File: src/rtl/uart_tx_fifo_reader.sv
// UART transmitter that pops bytes from a FIFO read port and
// serialises each one as an 8N1/8N2 frame on TX_O.
module uart_tx_fifo_reader #(
    parameter int CLKS_PER_BIT = 434,
    parameter int STOP_BITS    = 1
) (
    input  logic       CLK_I,
    input  logic       RST_NI,
    input  logic       EN_I,
    input  logic       EMPTY_I,
    input  logic [7:0] R_DATA_I,
    output logic       RE_O,
    output logic       TX_O,
    output logic       BUSY_O
);

    localparam int BW = (CLKS_PER_BIT > 1) ? $clog2(CLKS_PER_BIT) : 1;
    localparam logic [BW-1:0] BAUD_LAST = BW'(CLKS_PER_BIT - 1);
    localparam logic STOP_LAST = (STOP_BITS == 2);

    typedef enum logic [1:0] {
        IDLE,
        START,
        DATA,
        STOP
    } state_e;

    state_e        state_q, state_d;
    logic [BW-1:0] baud_q, baud_d;
    logic [2:0]    bit_q, bit_d;
    logic [7:0]    shift_q, shift_d;
    logic          stop_q, stop_d;
    logic          tx_q, tx_d;
    logic          busy_q, busy_d;
    logic          bit_end;

    assign bit_end = (baud_q == BAUD_LAST);
    assign RE_O    = (state_q == IDLE) & EN_I & ~EMPTY_I & RST_NI;
    assign TX_O    = tx_q;
    assign BUSY_O  = busy_q;

    // tx_d always reflects the bit of the state being entered,
    // so TX_O changes exactly on bit boundaries.
    always_comb begin
        state_d = state_q;
        baud_d  = baud_q;
        bit_d   = bit_q;
        shift_d = shift_q;
        stop_d  = stop_q;
        tx_d    = tx_q;
        unique case (state_q)
            IDLE: begin
                tx_d = 1'b1;
                if (RE_O) begin
                    shift_d = R_DATA_I;
                    baud_d  = '0;
                    bit_d   = '0;
                    stop_d  = 1'b0;
                    tx_d    = 1'b0;
                    state_d = START;
                end
            end
            START: begin
                if (bit_end) begin
                    baud_d  = '0;
                    tx_d    = shift_q[0];
                    state_d = DATA;
                end else begin
                    baud_d = baud_q + BW'(1);
                end
            end
            DATA: begin
                if (bit_end) begin
                    baud_d  = '0;
                    shift_d = {1'b0, shift_q[7:1]};
                    bit_d   = bit_q + 3'd1;
                    if (bit_q == 3'd7) begin
                        tx_d    = 1'b1;
                        state_d = STOP;
                    end else begin
                        tx_d = shift_q[1];
                    end
                end else begin
                    baud_d = baud_q + BW'(1);
                end
            end
            STOP: begin
                tx_d = 1'b1;
                if (bit_end) begin
                    baud_d = '0;
                    if (stop_q == STOP_LAST) begin
                        state_d = IDLE;
                    end else begin
                        stop_d = 1'b1;
                    end
                end else begin
                    baud_d = baud_q + BW'(1);
                end
            end
            default: begin
                tx_d    = 1'b1;
                state_d = IDLE;
            end
        endcase
        busy_d = (state_d != IDLE);
    end

    always_ff @(posedge CLK_I) begin
        if (!RST_NI) begin
            state_q <= IDLE;
            baud_q  <= '0;
            bit_q   <= '0;
            shift_q <= '0;
            stop_q  <= 1'b0;
            tx_q    <= 1'b1;
            busy_q  <= 1'b0;
        end else begin
            state_q <= state_d;
            baud_q  <= baud_d;
            bit_q   <= bit_d;
            shift_q <= shift_d;
            stop_q  <= stop_d;
            tx_q    <= tx_d;
            busy_q  <= busy_d;
        end
    end

endmodule

File: config.mk
export PLATFORM = sky130hd
export DESIGN_NAME = uart_tx_fifo_reader
export DESIGN_NICKNAME = d
export VERILOG_FILES = /design/src/rtl/uart_tx_fifo_reader.sv
export SDC_FILE = /design/constraint.sdc
export NUM_CORES = 1
export LEC_CHECK = 0
export CAP_MARGIN = 20
export CORE_ASPECT_RATIO = 2
export CORE_MARGIN = 3
export CORE_UTILIZATION = 39
export DETAILED_ROUTE_END_ITERATION = 8
export DONT_BUFFER_PORTS = 1
export GPL_TIMING_DRIVEN = 0
export SLEW_MARGIN = 5
export SYNTH_ARGS = -nofsm -noshare
export SYNTH_HDL_FRONTEND = slang
export SYNTH_SLANG_ARGS = --single-unit
File: constraint.sdc
create_clock -name CLK_I -period 2.04 [get_ports CLK_I]
set_input_delay 0.306 -clock CLK_I [delete_from_list [all_inputs] [get_ports CLK_I]]
set_output_delay 0.306 -clock CLK_I [all_outputs]
set_load 0.05 [all_outputs]
==> After elaboration in Yosys (flattened, before gate mapping) <==
Cells that the tools add are included.
{ "totals": {"regBits": 25, "wordCells": 55} }
{ "classes": {"reduce_logical": 8, "bitwise": 4, "mux": 25, "eq_ne": 9, "addsub": 2} }
{ "op_table": {"columns": ["op", "count"], "rows": [
  ["two-way mux 9 bit", 2],
  ["one-hot mux 9 bit (2 select lines)", 1],
  ["two-way mux 8 bit", 2],
  ["one-hot mux 8 bit (2 select lines)", 1],
  ["two-way mux 2 bit", 6],
  ["adder 9 x 1 -> 9 bit (second input constant)", 1],
  ["equality test 9 bit (second input constant)", 1],
  ["!= test 2 bit (second input constant)", 4],
  ["one-hot mux 2 bit (4 select lines)", 1],
  ["two-way mux 1 bit", 7],
  ["two-way mux 3 bit", 2],
  ["one-hot mux 3 bit (2 select lines)", 1],
  ["AND reduction 3 bit", 2],
  ["nonzero test 2 bit", 3],
  ["equality test 2 bit (second input constant)", 2],
  ["one-hot mux 1 bit (4 select lines)", 1],
  ["adder 3 x 1 -> 3 bit (second input constant)", 1],
  ["bitwise AND 1 bit", 3],
  ["equality test 3 bit (second input constant)", 1],
  ["OR reduction 3 bit", 1],
  ["equality test 2 x 1 -> 1 bit (second input constant)", 1],
  ["zero test 2 bit", 1],
  ["one-hot mux 1 bit (2 select lines)", 1],
  ["AND reduction 2 bit", 1],
  ["inverter 1 bit", 1]
]} }

==> Logic depth before layout (Yosys ltp) <==
{ "depth": {"ltp_word": 7, "depth_mapped": 6, "ltp_nobuf": 6} }

==> Worst setup path before layout <==
No wires, ideal clock.
{ "synth_path": {"path_kind": "reg-to-reg", "from": "register baud_q[1]", "to": "register baud_q[6]", "stages_incl_launch_ff": 7, "t_arrival_ps": 1519, "t_required_ps": 1966, "path_slack_ps": 447, "path_buffers": 0, "cell_sequence": "dfxtp_1 > inv_1 > ha_1 > and4_1 > a21oi_1 > o21ai_0 > a31oi_1"} }
{ "synth_between": {"elab_chain_len": 3} }
{ "synth_lines": {"columns": ["item", "line", "rtl"], "rows": [
  ["from (decl)", "29", "logic [BW-1:0] baud_q, baud_d;"],
  ["from (signal assigned)", "119", "baud_q <= baud_d;"],
  ["adder 9 x 1 -> 9 bit / equality test 9 bit (equally long branches)", null, null],
  ["two-way mux 9 bit (*)", "64, 73, 89", null],
  ["one-hot mux 9 bit (2 select lines) (*)", "51", "unique case (state_q)"]
]} }
Mark *: on every way between the ends. The rest lies on a longest branch, timed or not.
A chain may end at the register's enable or synchronous reset.

==> Worst setup path in the final report <==
{ "layout_path": {"from": "register state_q[1]", "to": "output port RE_O"} }
{ "layout_between": {"elab_chain_len": 4} }
{ "layout_lines": {"columns": ["item", "line", "rtl"], "rows": [
  ["from (decl)", "28", "state_e state_q, state_d;"],
  ["from (signal assigned)", "118", "state_q <= state_d;"],
  ["zero test 2 bit", "38", "assign RE_O = (state_q == IDLE) & EN_I & ~EMPTY_I & RST_NI;"],
  ["bitwise AND 1 bit (3 in a row)", "38", null],
  ["to (decl)", "12", "output logic RE_O,"]
]} }
No other way between the ends.

==> flow_summary.ini <==
[run_status]
status = finished, final reports clean

[synth]
ys_ff_latch = 24
ys_warn_count = 0
synth_area_leader_cell = dfxtp_1
synth_edf_count = 0
synthDistinctLibCells = 35
synthArstFlopShare_pct = 0
yosys-top-cells-area = dfxtp_1, mux2i_1, a21oi_1
syn_avg_cell_area_sq_um = 8.933
synthCells = 136
syn_area_sq_mm = 0.001215
synth_flop_cell = dfxtp_1
synth_top_cells_by_count = dfxtp_1, a21oi_1, nand2_1
syn-num-nets = 152
synth_top_cell_area_share_pct = 39.55
ys_seq_area_share_pct = 39.55
synth.most_common_cell = dfxtp_1

[clocking]
numCtsBuffers = 3
cts_hold_buf = 0
cts_root_buf = clkbuf_8
cts.path.max_buffers = 2
clock-sinks = 24
cts_tree = yes
htreeDepth = 1
clock_latency_ns = 0.27
post_cts_buffers = 0
path_clk_slew_ns = 0.09

[worst_setup_path]
r2r_slack_ns = 0.20
crit_path_start_kind = register
cp_max_fo = 10
end_kind = primary output
path_class = reg2out
critPathRequiredTime_ns = 1.73
crit_arrival_ns = 1.60
rr_worst_depth = 6

[place]
port_buffers = 0
post_dp_cell_area_sq_mm = 0.001252
gp_congestion = 0.8233
hpwl_mm = 2.053

[power_and_ir_drop]
power_frac_comb_pct = 6.9
p_clk_share_pct = 36.9
leakage_nw = 0.5462
ir_drop_mv = 0.3753
p_sw_share_pct = 23.65
p_switching_uw = 209.5
p_seq_share_pct = 56.2
p_int_uw = 676.5
total_power_uw = 886.1
power_density_mw_per_mm2 = 675.1

[global_routing]
grt_pass1_wl_mm = 4.878
antenna_found_initial = 0
grt_pass1_vias = 1130
grt_max_degree = 14
use_met3_pct = 4.459
gr-usage-met1_pct = 17.72
grt.busiest_layer = met2
grt-ovfl-total = 0
grt_use_total_pct = 16.52
grt.met2_usage_pct = 27.64

[sta]
setup-tns-final_ns = 0
final.setup_skew_ns = 0.002810
slew_violations = 0
period_minus_slack_ns = 1.906
maxSlewHeadroom_pct = 66.31
min_period_over_period_pct = 93.46
whs_ns = 0.1522
finalHoldViolCount = 0
fmax_mhz = 524.5
worstMarginPinSlew_ns = 0.5047
setup_viol = 0
rsz0062_at_grt = no

[finish]
nets = 157
diodes = 0
ff_latch_area_sq_um = 480.5
fin_area_sq_mm = 0.001313
num-fill-cells = 296
multi_input_comb_area_sq_um = 699.4
syn_to_final_growth_pct = 8.033
drive_gt1_share_pct = 7.143

[floorplan]
start_util_pct = 40.80
fp.coreArea_sq_mm = 0.002978
die_w_um = 45.47
die_area_sq_mm = 0.003861
fp-row-count = 28
pin_count = 15
fp.dieH_um = 84.93

[routing]
drc = 0
antenna_left = 0
wl_mm = 2.671
vias = 1041
vias_per_cell = 6.124
dr.first_iter.drc_count = 17
wl_per_cell_um = 15.71
first_pass_iters = 4

[job]
maxCapViolCount = 0

[min_path]
hp-class = in2reg
hold_depth = 2
## worst max-delay path: stages, from the launching register on
cell      delay, ns
dfxtp_1        0.31
clkbuf_1       0.19
nor2_1         0.31
nand3_1        0.23
clkinv_2       0.30
## path summary, 6_finish.rpt
path	from	end
worst max-delay path	state_q[1]$_SDFF_PN0_	RE_O
worst min-delay path	R_DATA_I[7]	shift_q[7]$_SDFFE_PN0P_
worst max register to register	state_q[1]$_SDFF_PN0_	shift_q[6]$_SDFFE_PN0P_
worst min register to register	bit_q[0]$_SDFFE_PN0P_	bit_q[0]$_SDFFE_PN0P_
## placed cells by master (no fill, tap or decap), types with 3 or more instances in the layout
cell,count
o31ai_1,8
nand2_1,11
mux2i_1,9
inv_1,3
ha_1,4
clkbuf_1,5
xnor2_1,3
nor2_1,3
nand4_1,3
nand3_1,7
o21ai_0,5
dfxtp_1,24
clkbuf_8,4
a31oi_1,6
a21boi_1,4
nor2b_1,4
a21oi_1,13
## per-layer routing
layer | vias to the layer above | part of all wire, % | wire length (um)
met2 | 27 | 53 | 1422
li1 | 511 | - | -
met4 | 0 | 3.1 | 82
met3 | 9 | 4.6 | 122
met5 | - | 0 | 0
met1 | 494 | 39 | 1043
## sequential cells by signal, summed over array words and instances, names as in the netlist
| name | flops |
|---|---|
| baud_q | 9 |
| bit_q | 3 |
| BUSY_O | 1 |
| shift_q | 8 |
| state_q | 2 |
| TX_O | 1 |
## metrics by stage
| stage | worst slack (ns) | util, % | cells |
|---|---|---|---|
| 4_1_cts | 0.06935 | 43.91 | 170 |
| 6_report | 0.1335 | 44.08 | 170 |
| 5_1_grt | 0.02738 | 44.08 | 170 |
| 3_5_place_dp | 0.1635 | 42.06 | 166 |
| 2_1_floorplan | 0.4468 | - | 136 |
| 3_3_place_gp | 0.2028 | 42.06 | 166 |
## cells by family (layout without fill, tap and decap cells)
group                    Yosys count  count (layout)  share of synthesized area (%)
AND/OR/NAND/NOR                   42              42                          21.01
buffers and inverters             10              14                          3.192
adder cells (fa/ha/maj)            4               4                          4.120
multiplexers                       9               9                          7.415
AO/OA/AOI/OAI                     44              44                          22.56
XOR/XNOR                           3               3                          2.163
flip-flops                        24              24                          39.55
## area by class of cell
cell class	count	share of cell area [%]
inverters	4	1.239
flip-flops and latches	24	36.61
multi-input cells	102	53.29
clock buffers	4	4.194
well taps	30	2.860
plain buffers	6	1.811
## power groups by stage
stage | sequential, mW | clock [mW] | combinational, mW
after global placement | 0.509 | 0 | 0.0605
after global routing | 0.500 | 0.357 | 0.0701
after detailed placement | 0.509 | 0 | 0.0615
after floorplan | 0.507 | 0 | 0.0488
after CTS | 0.498 | 0.337 | 0.0620
final | 0.498 | 0.327 | 0.0615
## what timing repair did
item	4_1_cts	5_1_grt
endpoints found under the setup margin	0	5
resized for setup	0	2
hold endpoints to repair	0	0
Note: power is estimated with default switching activity, not from simulation.
==> RTL change 1, RTL diff (same flow settings) <==
The parameter `CLKS_PER_BIT` goes from 434 to 217.
--- a/src/rtl/uart_tx_fifo_reader.sv
+++ b/src/rtl/uart_tx_fifo_reader.sv
@@ -1,7 +1,7 @@
 // UART transmitter that pops bytes from a FIFO read port and
 // serialises each one as an 8N1/8N2 frame on TX_O.
 module uart_tx_fifo_reader #(
-    parameter int CLKS_PER_BIT = 434,
+    parameter int CLKS_PER_BIT = 217,
     parameter int STOP_BITS    = 1
 ) (
     input  logic       CLK_I,
Behaviour: no difference found for any inputs over 10 cycles, from zero or initial values and one cycle with RST_NI low; that may be too few to reach the edited logic, so the function may still have changed.
==> RTL change 1 against the unedited design <==
Wire length is 11% lower; via count is 7.2% lower; area after synthesis fell by 3.6%; power is 7.5% lower; sequential cell count fell by 1; worst setup slack gained 94 ps; critical path type is now reg2reg; largest power group unchanged; die area is 3.2% lower; final area decreased by 4.4%; clock power fell by 16%.
==> RTL change 1: results (changes against the unedited design) <==
* Mux contribution to synthesized area at 6.84% (-0.58 points)
* R2R setup slack at 230 ps (+30 ps)
* DR pass1 iterations at 3 (-1)
* Worst-Margin Slew at 519 ps (+14.0 ps)
* Final std cells w/o fill at 166 (-2.4%)
* Status: finished, final reports clean
* Achievable Freq at 552 MHz (+5.2%)
* Placed Cells at 162 (-2.4%)
* Peak supply drop at 381 uV (+1.5%)
* WL final at 2.38 mm (-11%)
* Biggest regs: baud_q x8, shift_q x8, bit_q x3
* P_leak at 0.000539 uW (-1.3%)
* Crit path to: TX_O$_SDFFE_PN1P_
* Placer Congestion at 0.813 (-1.3%)
* P_seq at 477 uW (-4.2%)
* CP arrival at 1970 ps (+370 ps)
* Post-Synth Adder-Cell Area at 4.27% (+0.15 points)
* Synth top cells by count: 23 x dfxtp_1, 16 x nand2_1, 15 x a21oi_1, 8 x mux2i_1, 8 x nor2_1
* Top post-synthesis cells by area: dfxtp_1 39%, mux2i_1 6.8%, a21oi_1 6.4%, nand2_1 5.1%, o31ai_1 4.5%
* Tot GR Track Use at 14.9% (-1.6 points)
* Post-Route Skew at 1.73 ps (-1.08 ps)
* Post-synth cell types at 42 (+20%)
* First-pass GRT wire length at 4.29 mm (-12%)
* Worst Path Max Fanout at 7 (-3)
* Placed inst area at 1210 um2 (-3.6%)
* RR Startpoint: baud_q[0]$_SDFFE_PN0P_
* Post-Synth XOR/XNOR Area at 1.50% (-0.67 points)
* Cts bufs inserted at 3 (unchanged)
* Power share of the combinational group at 8.0% (+1.1 points)
* Vias/cell at 5.82 (-5.0%)
* Synthesized area per cell at 8.81 um2 (-1.4%)
* Final nets at 154 (-1.9%)
* Number of global-route vias before repair at 989 (-12%)
* FF-to-FF path depth at 7 (+1)
* Share of layout cells above drive strength 1 at 11.7% (+4.5 points)
[RTL change 1: area by class of cell]
type / instances / area, um2
tap: 29 / 36.3
sequential: 23 / 460
fill: 291 / 1550
multi-input combinational: 100 / 656
buffer: 6 / 42.5
clock buffer: 4 / 45.0
inverter: 4 / 15.0
[RTL change 1: layer usage]
metal | global-route usage (%) | share of wire, %
met1 | 16.3 | 38
met2 | 26.5 | 55
met3 | 2.16 | 5.0
met4 | 6.59 | 2.4
met5 | 0 | 0
[RTL change 1: critical path, stage by stage, from the launching register on]
cell,delay [ps]
dfxtp_1,360
inv_1,80
ha_1,210
and4_4,190
buf_6,130
and2_4,140
a311o_1,340
a221o_1,260
[RTL change 1: stage by stage]
stage                     hold slack (ps)  power, uW
after floorplan                       415        539
after global placement                430        553
after detailed placement              446        554
after CTS                             172        830
after global routing                  187        860
final                                 168        819
[RTL change 1: timing repair]
action                     in CTS  in global routing
setup endpoints to repair       0                  1
resized for setup               0                  1
hold endpoints to repair        0                  0
==> RTL change 2, RTL diff (same flow settings) <==
Without the edit above. Put one more register stage on the output `TX_O`. The value now appears one clock later. The other outputs are not delayed to match.
--- a/src/rtl/uart_tx_fifo_reader.sv
+++ b/src/rtl/uart_tx_fifo_reader.sv
@@ -36,7 +36,9 @@
 
     assign bit_end = (baud_q == BAUD_LAST);
     assign RE_O    = (state_q == IDLE) & EN_I & ~EMPTY_I & RST_NI;
-    assign TX_O    = tx_q;
+    always_ff @(posedge CLK_I) begin
+        TX_O <= tx_q;
+    end
     assign BUSY_O  = busy_q;
 
     // tx_d always reflects the bit of the state being entered,
Formal check against the unedited RTL: not equivalent (a bounded check fails within 4 cycles, from zero or initial values and one cycle with RST_NI low).
==> RTL change 2 against the unedited design <==
Area after synthesis increased by 12%; clock power decreased by 10%; worst setup slack improved by 190 ps; sequential cell count increased by 1; wire length about the same; power increased by 0.92%; non-clock buffer count increased by 2; final area increased by 9.9%; critical endpoint unchanged; largest cell class unchanged.
==> RTL change 2: results (changes against the unedited design) <==
* Status: finished, final reports clean
* Number of fill cells at 331 (+12%)
* Worst-Margin Slew at 480 ps (-24.8 ps)
* Number of global-route vias before repair at 1,065 (-5.8%)
* Hold_sp: R_DATA_I[7]
* Top post-synthesis cells by area: dfxtp_1 37%, o31ai_2 6.4%, a21oi_2 5.2%, mux2i_1 5.2%, ha_1 3.7%
* FF-to-FF path depth at 7 (+1)
* WL final at 2.67 mm (about the same)
* RR Startpoint: baud_q[1]$_SDFFE_PN0P_
* HPWL after DPL at 2.06 mm (+0.22%)
* Peak supply drop at 437 uV (+16%)
* Share of layout cells above drive strength 1 at 25.0% (+18 points)
* Post-Route Skew at 2.24 ps (-0.571 ps)
* Final nets at 161 (+2.5%)
* CP arrival at 1410 ps (-190 ps)
* Placer Congestion at 0.794 (-3.6%)
* P_leak at 0.000555 uW (+1.6%)
* Port Buf Inserts at 0 (unchanged)
* CP top delay family: buffers and inverters
* Sequential share of the synthesized area at 36.8% (-2.7 points)
* First-pass GRT wire length at 4.56 mm (-6.5%)
* Post-synth cell types at 42 (+20%)
* Synth Warn # at 0 (unchanged)
* Post-CTS setup repair buffer count at 0 (unchanged)
* Tot GR Track Use at 14.5% (-2.0 points)
* Synth top cells by count: 25 x dfxtp_1, 11 x nand2_1, 10 x nand3_1, 8 x a21oi_2
* Slowest-stage cell, CP: or3_1
* DR pass1 iterations at 3 (-1)
* CP peak stage delay at 380 ps (+70 ps)
* Vias at 1,034 (-0.67%)
RTL change 2: changes by cell type in the layout (fill, tap and decap cells not counted), sizes merged, moves of 2 or more:
cell,before,now
buf,1,6
and2,1,4
and3,0,3
clkbuf,9,6
nand2,11,14
nand3,7,10
nand4,3,0
nor2b,4,1
a21boi,5,3
a21oi,14,12
and3b,2,0
mux2i,9,7
nand3b,1,3
RTL change 2: path summary, 6_finish.rpt:
| path | slack, ps | to |
|---|---|---|
| worst min-delay path | 160 | shift_q[7]$_SDFFE_PN0P_ |
| worst min register to register | 360 | TX_O$_DFF_P_ |
| worst max register to register | 460 | tx_q$_SDFFE_PN1P_ |
| worst max-delay path | 330 | RE_O |
RTL change 2: stage by stage:
step / cell area [um2] / hold WS [ps] / util (%) / setup WS, ps / std cells
finish: 1440 / 160 / 44.2 / 326 / 175
global route: 1440 / 163 / 44.2 / 285 / 175
CTS: 1440 / 156 / 44.2 / 314 / 175
detailed placement: 1400 / 350 / 42.8 / 480 / 171
global placement: 1400 / 343 / 42.8 / 473 / 171
floorplan: 1360 / 332 / - / 576 / 140
RTL change 2: where the power goes:
| group | total (uW) | switching (uW) | internal (uW) |
|---|---|---|---|
| logic | 80.1 | 46.5 | 33.6 |
| clock network | 293 | 153 | 140 |
| registers | 521 | 18.9 | 503 |
| total | 894 | 218 | 676 |
RTL change 2: area by class of cell:
| type | instances | area share [%] |
|---|---|---|
| Clock buffer | 4 | 3.12 |
| Inverter | 3 | 1.65 |
| Buffer | 8 | 4.42 |
| Tap cell | 31 | 2.69 |
| Sequential cell | 25 | 34.7 |
| Multi-Input combinational cell | 104 | 53.4 |
RTL change 2: kinds of logic (layout without fill, tap and decap cells):
group,Yosys count,after routing,share of synthesized area (%)
multiplexers,7,7,5.16
XOR/XNOR,3,3,1.93
AND/OR/NAND/NOR,49,49,21.4
buffers and inverters,11,15,6.45
AO/OA/AOI/OAI,41,41,24.6
flip-flops,25,25,36.8
adder cells (fa/ha/maj),4,4,3.68
RTL change 2: metal layers:
metal  vias to the layer above  global-route usage [%]  share of wire (%)
met4                         0                    4.90                1.1
met2                        15                    27.5                 56
met3                         4                    2.02                3.2
met5                         -                       0                  0
li1                        521                       -                  -
met1                       494                    14.9                 40
